## config.mk

```make
export PLATFORM = sky130hd
export DESIGN_NAME = aq_axis_line_framer
export DESIGN_NICKNAME = d
export VERILOG_FILES = /design/src/rtl/aq_axis_line_framer.sv
export SDC_FILE = /design/constraint.sdc
export NUM_CORES = 1
export LEC_CHECK = 0
export BUFFER_PORTS_ARGS = -buffer_cell sky130_fd_sc_hd__buf_2
export CAP_MARGIN = 5
export CORE_UTILIZATION = 45
export CTS_BUF_LIST = sky130_fd_sc_hd__clkbuf_8 sky130_fd_sc_hd__clkbuf_16
export DETAILED_ROUTE_END_ITERATION = 7
export PLACE_DENSITY = 0.65
export SYNTH_ARGS = -nofsm -noshare
export SYNTH_HDL_FRONTEND = slang
export SYNTH_SLANG_ARGS = --single-unit
```

## constraint.sdc

```tcl
create_clock -name ACLK -period 4.7 [get_ports ACLK]
set_input_delay 0.705 -clock ACLK [delete_from_list [all_inputs] [get_ports ACLK]]
set_output_delay 0.705 -clock ACLK [all_outputs]
set_load 0.1 [all_outputs]
```

## src/rtl/aq_axis_line_framer.sv

```systemverilog
// Re-frames the reduced ARGB stream to AXI4-Stream Video (TUSER=SOF, TLAST=EOL) and polices frame geometry.
// Latency 1 cycle through a fully registered 2-entry skid buffer; S_AXIS_TREADY drops only when both entries are occupied.
module aq_axis_line_framer #(
    parameter int DATA_WIDTH = 32,
    parameter int CNT_WIDTH  = 12
) (
    input  logic                  ACLK,
    input  logic                  ARESETN,
    input  logic [CNT_WIDTH-1:0]  CFG_WIDTH,
    input  logic [CNT_WIDTH-1:0]  CFG_HEIGHT,
    input  logic                  FSYNC_IN,
    input  logic [DATA_WIDTH-1:0] S_AXIS_TDATA,
    input  logic                  S_AXIS_TLAST,
    input  logic                  S_AXIS_TVALID,
    output logic                  S_AXIS_TREADY,
    output logic [DATA_WIDTH-1:0] M_AXIS_TDATA,
    output logic                  M_AXIS_TUSER,
    output logic                  M_AXIS_TLAST,
    output logic                  M_AXIS_TVALID,
    input  logic                  M_AXIS_TREADY,
    output logic                  FRAME_DONE,
    output logic                  ERR_SHORT,
    output logic                  ERR_LONG
);

    typedef enum logic [1:0] {IDLE, RUN, DROP} state_e;

    typedef struct packed {
        logic [DATA_WIDTH-1:0] dat;
        logic                  user;
        logic                  last;
        logic                  eof;
    } beat_t;

    state_e               state_q, state_d;
    logic [CNT_WIDTH-1:0] w_m1_q, w_m1_d, h_m1_q, h_m1_d;
    logic [CNT_WIDTH-1:0] x_q, x_d, y_q, y_d;
    logic                 sof_q, sof_d;
    beat_t                head_q, head_d, skid_q, skid_d, push_beat;
    logic                 head_vld_q, head_vld_d, skid_vld_q, skid_vld_d;
    logic                 rdy_q, rdy_d;
    logic                 done_q, done_d, err_s_q, err_s_d, err_l_q, err_l_d;
    logic                 s_fire, m_pop, push, cfg_ok, run_ctx, frame_end;
    logic [CNT_WIDTH-1:0] cw, ch, cx, cy;
    logic                 csof;

    // Frame context (cw/ch/cx/cy/csof) is the latched one, or a fresh one when FSYNC
    // lands in RUN, so a pixel accepted alongside FSYNC starts the new frame.
    always_comb begin
        cfg_ok    = (CFG_WIDTH != '0) && (CFG_HEIGHT != '0);
        s_fire    = S_AXIS_TVALID && rdy_q;
        state_d   = state_q;
        w_m1_d    = w_m1_q;
        h_m1_d    = h_m1_q;
        x_d       = x_q;
        y_d       = y_q;
        sof_d     = sof_q;
        err_s_d   = 1'b0;
        err_l_d   = 1'b0;
        cw        = w_m1_q;
        ch        = h_m1_q;
        cx        = x_q;
        cy        = y_q;
        csof      = sof_q;
        run_ctx   = 1'b0;
        frame_end = 1'b0;
        push      = 1'b0;
        push_beat = '0;
        case (state_q)
            IDLE, DROP: begin
                if (FSYNC_IN && cfg_ok) begin
                    w_m1_d  = CFG_WIDTH - 1'b1;
                    h_m1_d  = CFG_HEIGHT - 1'b1;
                    x_d     = '0;
                    y_d     = '0;
                    sof_d   = 1'b1;
                    state_d = RUN;
                end else if (state_q == DROP && s_fire && S_AXIS_TLAST) begin
                    state_d = IDLE;
                end
            end
            RUN: begin
                run_ctx = 1'b1;
                if (FSYNC_IN) begin
                    err_s_d = 1'b1;
                    if (cfg_ok) begin
                        cw   = CFG_WIDTH - 1'b1;
                        ch   = CFG_HEIGHT - 1'b1;
                        cx   = '0;
                        cy   = '0;
                        csof = 1'b1;
                    end else begin
                        run_ctx = 1'b0;
                        state_d = IDLE;
                    end
                end
                if (run_ctx) begin
                    w_m1_d = cw;
                    h_m1_d = ch;
                    x_d    = cx;
                    y_d    = cy;
                    sof_d  = csof;
                    if (s_fire) begin
                        frame_end      = (cx == cw) && (cy == ch);
                        push           = 1'b1;
                        push_beat.dat  = S_AXIS_TDATA;
                        push_beat.user = csof;
                        push_beat.last = (cx == cw) || S_AXIS_TLAST;
                        push_beat.eof  = frame_end || S_AXIS_TLAST;
                        sof_d          = 1'b0;
                        if (cx == cw) begin
                            x_d = '0;
                            y_d = cy + 1'b1;
                        end else begin
                            x_d = cx + 1'b1;
                        end
                        if (frame_end) begin
                            if (S_AXIS_TLAST) begin
                                state_d = IDLE;
                            end else begin
                                err_l_d = 1'b1;
                                state_d = DROP;
                            end
                        end else if (S_AXIS_TLAST) begin
                            err_s_d = 1'b1;
                            state_d = IDLE;
                        end
                    end
                end
            end
            default: state_d = IDLE;
        endcase
    end

    // Skid buffer: head drives M_AXIS_*, skid catches the beat accepted while head stalls.
    always_comb begin
        m_pop      = head_vld_q && M_AXIS_TREADY;
        head_d     = head_q;
        head_vld_d = head_vld_q;
        skid_d     = skid_q;
        skid_vld_d = skid_vld_q;
        if (!head_vld_q || m_pop) begin
            if (skid_vld_q) begin
                head_d     = skid_q;
                head_vld_d = 1'b1;
                skid_vld_d = push;
                if (push) begin
                    skid_d = push_beat;
                end
            end else begin
                head_vld_d = push;
                if (push) begin
                    head_d = push_beat;
                end
            end
        end else if (push) begin
            skid_d     = push_beat;
            skid_vld_d = 1'b1;
        end
        done_d = m_pop && head_q.eof;
        rdy_d  = (state_d == DROP) || (state_d == RUN && !(head_vld_d && skid_vld_d));
    end

    always_ff @(posedge ACLK or negedge ARESETN) begin
        if (!ARESETN) begin
            state_q    <= IDLE;
            w_m1_q     <= '0;
            h_m1_q     <= '0;
            x_q        <= '0;
            y_q        <= '0;
            sof_q      <= 1'b0;
            head_q     <= '0;
            skid_q     <= '0;
            head_vld_q <= 1'b0;
            skid_vld_q <= 1'b0;
            rdy_q      <= 1'b0;
            done_q     <= 1'b0;
            err_s_q    <= 1'b0;
            err_l_q    <= 1'b0;
        end else begin
            state_q    <= state_d;
            w_m1_q     <= w_m1_d;
            h_m1_q     <= h_m1_d;
            x_q        <= x_d;
            y_q        <= y_d;
            sof_q      <= sof_d;
            head_q     <= head_d;
            skid_q     <= skid_d;
            head_vld_q <= head_vld_d;
            skid_vld_q <= skid_vld_d;
            rdy_q      <= rdy_d;
            done_q     <= done_d;
            err_s_q    <= err_s_d;
            err_l_q    <= err_l_d;
        end
    end

    assign S_AXIS_TREADY = rdy_q;
    assign M_AXIS_TDATA  = head_q.dat;
    assign M_AXIS_TUSER  = head_q.user;
    assign M_AXIS_TLAST  = head_q.last;
    assign M_AXIS_TVALID = head_vld_q;
    assign FRAME_DONE    = done_q;
    assign ERR_SHORT     = err_s_q;
    assign ERR_LONG      = err_l_q;

endmodule

```

== Yosys cells after proc, flatten, opt, wreduce, memory -nomap -nowiden ==
Index checks and enable logic that the tools add are counted.

* Register bits: 127
* Latch bits: 0
* Bits in writable memories: 0
* ROM bits: 0
* Bits of input ports: 62
* Memories kept: 0

* $add $sub $neg: 4
* Multiply operators: 0
* Divide/modulo/power cells: 0
* Magnitude comparators: 0
* Eq/ne operators: 9
* Shift-type cells: 0
* Muxes and demuxes: 73
* Bitwise logic cells: 0
* Reductions and logical operators: 24

{| class="wikitable"
|+ Operators by type and width
! cell !! count
|-
| $mux W35 || 8
|-
| $mux W12 || 23
|-
| $pmux W12 S2 || 4
|-
| $mux W1 || 27
|-
| $add A12 B1 Y12 const B || 2
|-
| $eq A12 B12 Y1 || 2
|-
| $reduce_bool A12 Y1 || 2
|-
| $sub A12 B1 Y12 const B || 2
|-
| $mux W2 || 9
|-
| $logic_and A1 B1 Y1 || 10
|-
| $ne A2 B2 Y1 const B || 3
|-
| $eq A2 B1 Y1 const B || 2
|-
| $eq A2 B2 Y1 const B || 2
|-
| $logic_or A1 B1 Y1 || 4
|-
| $pmux W2 S2 || 1
|-
| $reduce_bool A2 Y1 || 2
|-
| $reduce_and A3 Y1 || 1
|-
| $logic_not A1 Y1 || 2
|-
| $logic_not A2 Y1 || 1
|-
| $pmux W1 S2 || 1
|-
| $reduce_and A2 Y1 || 1
|-
| $reduce_or A2 Y1 || 1
|}

== Depth between registers and ports, before layout ==
* Depth after elaboration: 14
* Gate-level depth with buffers: 18
* Gate-level depth less buffers: 14

== Worst setup path before layout ==
Ideal clock, no wire load.

* Path type: input-to-reg
* Start point: input CFG_HEIGHT[2]
* End point: register x_q[10]
* Setup time: 0.141 ns
* Arrival: 3.365 ns
* Setup slack: 1.194 ns
* Stages on the path: 15
* Path buffers: 4
* Cells stage by stage: buf_2 > nor4_4 > and4_1 > or2_2 > buf_2 > buf_2 > clkbuf_1 > and2_1 > ha_1 > nand2_1 > nor2_1 > and3_1 > nand4_1 > o211ai_1 > a31oi_1

* Cells in the longest elaborated chain, start to end: 10
* Elaborated cells between the ends (all ways): 21

{| class="wikitable"
|+ Ends and longest elaborated chain
! what !! RTL line !! source
|-
| start, declared || 10 || <nowiki>input logic [CNT_WIDTH-1:0] CFG_HEIGHT,</nowiki>
|-
| $reduce_bool A12 Y1 * || 50 || <nowiki>cfg_ok = (CFG_WIDTH != '0) && (CFG_HEIGHT != '0);</nowiki>
|-
| $logic_and A1 B1 Y1 * || 50 ||
|-
| $mux W12 || 86 || <nowiki>if (cfg_ok) begin</nowiki>
|-
| $mux W12 || 84 || <nowiki>if (FSYNC_IN) begin</nowiki>
|-
| $mux W12 || 69 || <nowiki>case (state_q)</nowiki>
|-
| $add A12 B1 Y12 / $eq A12 B12 Y1 (equally long branches) || 115, 111 ||
|-
| $mux W12 || 111 || <nowiki>if (cx == cw) begin</nowiki>
|-
| $mux W12 || 103 || <nowiki>if (s_fire) begin</nowiki>
|-
| $mux W12 || 97 || <nowiki>if (run_ctx) begin</nowiki>
|-
| $pmux W12 S2 || 69 ||
|-
| end signal, assigned || 169 || <nowiki>x_q <= '0;</nowiki>
|-
| end signal, assigned || 184 || <nowiki>x_q <= x_d;</nowiki>
|-
| end, declared || 37 || <nowiki>logic [CNT_WIDTH-1:0] x_q, x_d, y_q, y_d;</nowiki>
|}

Mark *: on every way between the ends. The rest lies on a longest branch, timed or not. The select of a mux whose other input is x is not followed.
A chain may end at the register's enable or synchronous reset.

== Worst setup path after layout ==
Same ends and word-level chain as after synthesis.

==> impl_metrics.py <==
metrics = {
    "status": {
        "outcome": "completed",
    },
    "global_routing": {
        "grt_overflow": 0,
        "grt_pass1_vias": 5384,
        "grt_max_degree": 58,
        "antenna_found_initial": 0,
        "grt_use_total_pct": 21.6,
        "grt_pass1_wl_um": 27000,
    },
    "yosys": {
        "synthFlopType": "dfrtp_1",
        "avgSynthCellArea_um2": 9.82,
        "yosysSeqAreaShare_pct": 46.2,
        "yosys.area.top_type": "dfrtp_1",
        "syn_area_um2": 6890,
        "synth_edf_count": 0,
        "yosys-top-cells-area": "dfrtp_1 46%, mux2_2 5.2%, xnor2_1 5.0%",
        "synthCells": 701,
        "syn-num-nets": 769,
        "yosysWarnings": 0,
        "netlist-cell-type-count": 71,
        "synth_top_area_share_pct": 46.2,
        "ys_ff_latch": 127,
        "async_flop_share_pct": 100,
    },
    "floorplan": {
        "initial_core_util_pct": 46.7,
        "ios": 101,
        "die_area_um2": 15800,
        "dieHeight_um": 126,
        "coreArea_um2": 14800,
        "rows": 44,
        "die_x_um": 126,
    },
    "worst_setup_path": {
        "crit_arrival_ns": 3.59,
        "cp-start-kind": "input pin",
        "crit_chain": "buf_2, nor4_4, and4_1, or2_2, and2_1, ha_1, nand2_1, nor2_1, and3_1, nand4_1, nor2_1, a31oi_1, a31oi_1",
        "cp_max_fo": 23,
        "cp.required_ns": 5.04,
        "critPathCaptureType": "flop",
        "critPathSlowestCell": "nor4_4",
        "cpPeakStageDelay_ns": 0.46,
        "timing.setup.critical_path_class": "in -> reg",
    },
    "clocking": {
        "clock_latency_ns": 0.42,
        "cts_resized": 0,
        "cts_hold_buf": 0,
        "cts.sinks": 127,
        "htreeDepth": 4,
        "path_clk_slew_ns": 0.06,
        "cts_tree": "yes",
        "postCtsSetupBuffers": 0,
        "clock-root-buffer": "clkbuf_16",
        "numCtsBuffers": 17,
        "clk_path_buf_depth": 2,
    },
    "finish": {
        "instances_no_fill": 960,
        "final_util_pct": 53.7,
        "diodes": 0,
        "nNetsFinal": 831,
        "area_growth_pct": 15.1,
        "fill_cells": 1299,
        "drive_gt1_share_pct": 24.9,
    },
    "power": {
        "leakagePower_nw": 3.31,
        "power_frac_seq_pct": 31.7,
        "pwr-share-comb_pct": 42.9,
        "totalPowerFinal_mw": 5.37,
        "switchingPower_mw": 2.51,
        "p_int_mw": 2.86,
        "vdd_drop_max_mv": 0.598,
        "power_density_nw_per_um2": 678,
        "p_sw_share_pct": 46.7,
        "clkPwrFrac_pct": 25.3,
    },
    "sta": {
        "setup_violations": 0,
        "setup_tns_ns": 0,
        "worst_pin_slew_ns": 1.13,
        "skew_ns": 0.00637,
        "rsz0062_at_grt": "false",
        "hold_ws_ns": 0.348,
        "min_period_over_period_pct": 69.2,
        "hold_violations": 0,
        "relSlewSlack_pct": 24.3,
        "max_freq_ghz": 0.307,
        "drv_slew": 0,
        "fin_crit_ns": 3.25,
    },
    "drt": {
        "vias": 5512,
        "wl_per_cell_um": 16.8,
        "via_per_inst": 5.74,
        "drtIter0Drc": 410,
        "drc_errors": 0,
        "postRouteWirelength_um": 16100,
        "ant_nets": 0,
        "dr.pass1.iters": 5,
    },
    "placement": {
        "place_inst": 928,
        "place_congestion": 0.877,
        "port_buffers": 100,
        "dpl.hpwl_um": 11200,
    },
    "worst_hold_path": {
        "hold_path_class": "in -> async",
    },
    "run": {
        "maxCapViolCount": 0,
    },
}
[routing by layer]
layer  vias to the layer above  track usage [%]  part of all wire (%)
met5                         -                0                     0
met4                         0             6.96                   1.6
met3                        29             5.18                   4.7
met2                       182             35.0                    48
met1                      2703             28.5                    45
li1                       2598                -                     -
[layout by cell type, fill, tap and decap left out, types with 7 or more instances in the layout]
master     Yosys  layout
nor4_1         7       7
buf_4         33      13
nand3_1       13      13
nor3_1        18      18
nor2_1        85      85
xnor2_1       39      39
clkbuf_16      0      17
a22oi_1       22      22
dfrtp_1      127     126
a31oi_1       16      16
and2_1         7       7
nand4_1       15      15
o21ai_0       23      23
a21oi_1       48      47
nand2b_1       8       8
mux2i_1       26      26
mux2_2        32      32
nand2_1       39      39
inv_1         14      16
buf_2         14      99
[power by group through the flow]
| stage | Combinational, mW | Clock, mW | Sequential [mW] |
|---|---|---|---|
| after CTS | 2.31 | 1.38 | 1.70 |
| after global routing | 2.43 | 1.44 | 1.75 |
| final | 2.31 | 1.36 | 1.71 |
| after global placement | 2.28 | 0 | 1.70 |
| after floorplan | 1.98 | 0 | 1.78 |
| after detailed placement | 2.31 | 0 | 1.72 |
[state kept, by name (all words and copies together) (netlist names), 2 cells and up]
| register | cells |
|---|---|
| skid_q | 35 |
| M_AXIS_TDATA | 32 |
| h_m1_q | 12 |
| w_m1_q | 12 |
| x_q | 12 |
| y_q | 12 |
| state_q | 2 |
[Yosys cell counts, types with 3 or more instances]
cell / instances
a21oi_1: 48
buf_4: 33
nand3_1: 13
nor2b_1: 4
nand2b_1: 8
nor2_1: 85
and4_1: 3
and3_1: 6
nand4_1: 15
o211ai_1: 5
buf_2: 14
mux2i_1: 26
dfrtp_1: 127
nand2_1: 39
a22oi_1: 22
inv_1: 14
and2_1: 7
xnor2_1: 39
xor2_1: 6
a31oi_1: 16
clkbuf_1: 20
o21ai_0: 23
or2_2: 3
mux2_2: 32
nor4_1: 7
nor3_1: 18
or3_1: 5
o22ai_1: 6
o21a_1: 3
ha_1: 6
[critical path, delay by kind of cell]
family	cells	cell delay, ns
AOI/OAI and AO/OA	2	0.28
buffers and inverters	1	0.16
and+or+nand+nor	9	2.25
adders and majority gates	1	0.19
[path summary, 6_finish.rpt]
kind                       depth (start not counted)  slack [ns]           from          endpoint
max in group asynchronous                          2        3.36        ARESETN         skid_q[5]
max reg2reg                                        5        2.10     state_q[0]   M_AXIS_TDATA[6]
min in group ACLK                                  1        0.50     skid_q[34]        skid_q[34]
min                                                1        0.35        ARESETN  M_AXIS_TDATA[26]
min reg2reg                                        1        0.50     skid_q[34]        skid_q[34]
max                                               13        1.45  CFG_HEIGHT[2]           x_q[10]
[stage by stage]
step	setup WS [ns]	instance area, um2
finish	1.45	7930
global route	1.19	7930
CTS	1.51	7930
detailed placement	1.09	7310
global placement	1.16	7310
floorplan	1.19	6890
[cell type report]
type / count / area [um2] / share of cell area [%]
Multi-Input combinational cell: 491 / 3260 / 41.1
Sequential cell: 127 / 3180 / 40.1
Timing Repair Buffer: 112 / 593 / 7.48
Clock buffer: 19 / 453 / 5.72
Tap cell: 184 / 230 / 2.90
Clock inverter: 13 / 161 / 2.04
Inverter: 14 / 52.6 / 0.663
[logic make-up after synthesis]
group | count (synthesis) | share of synthesized area (%)
AND/OR/NAND/NOR | 229 | 16.8
AO/OA/AOI/OAI | 151 | 14.2
XOR/XNOR | 45 | 5.72
flip-flops | 127 | 46.2
multiplexers | 60 | 9.34
buffers and inverters | 83 | 6.69
adder cells (fa/ha/maj) | 6 | 1.09
No activity file was read; power rests on OpenSTA's default activity.
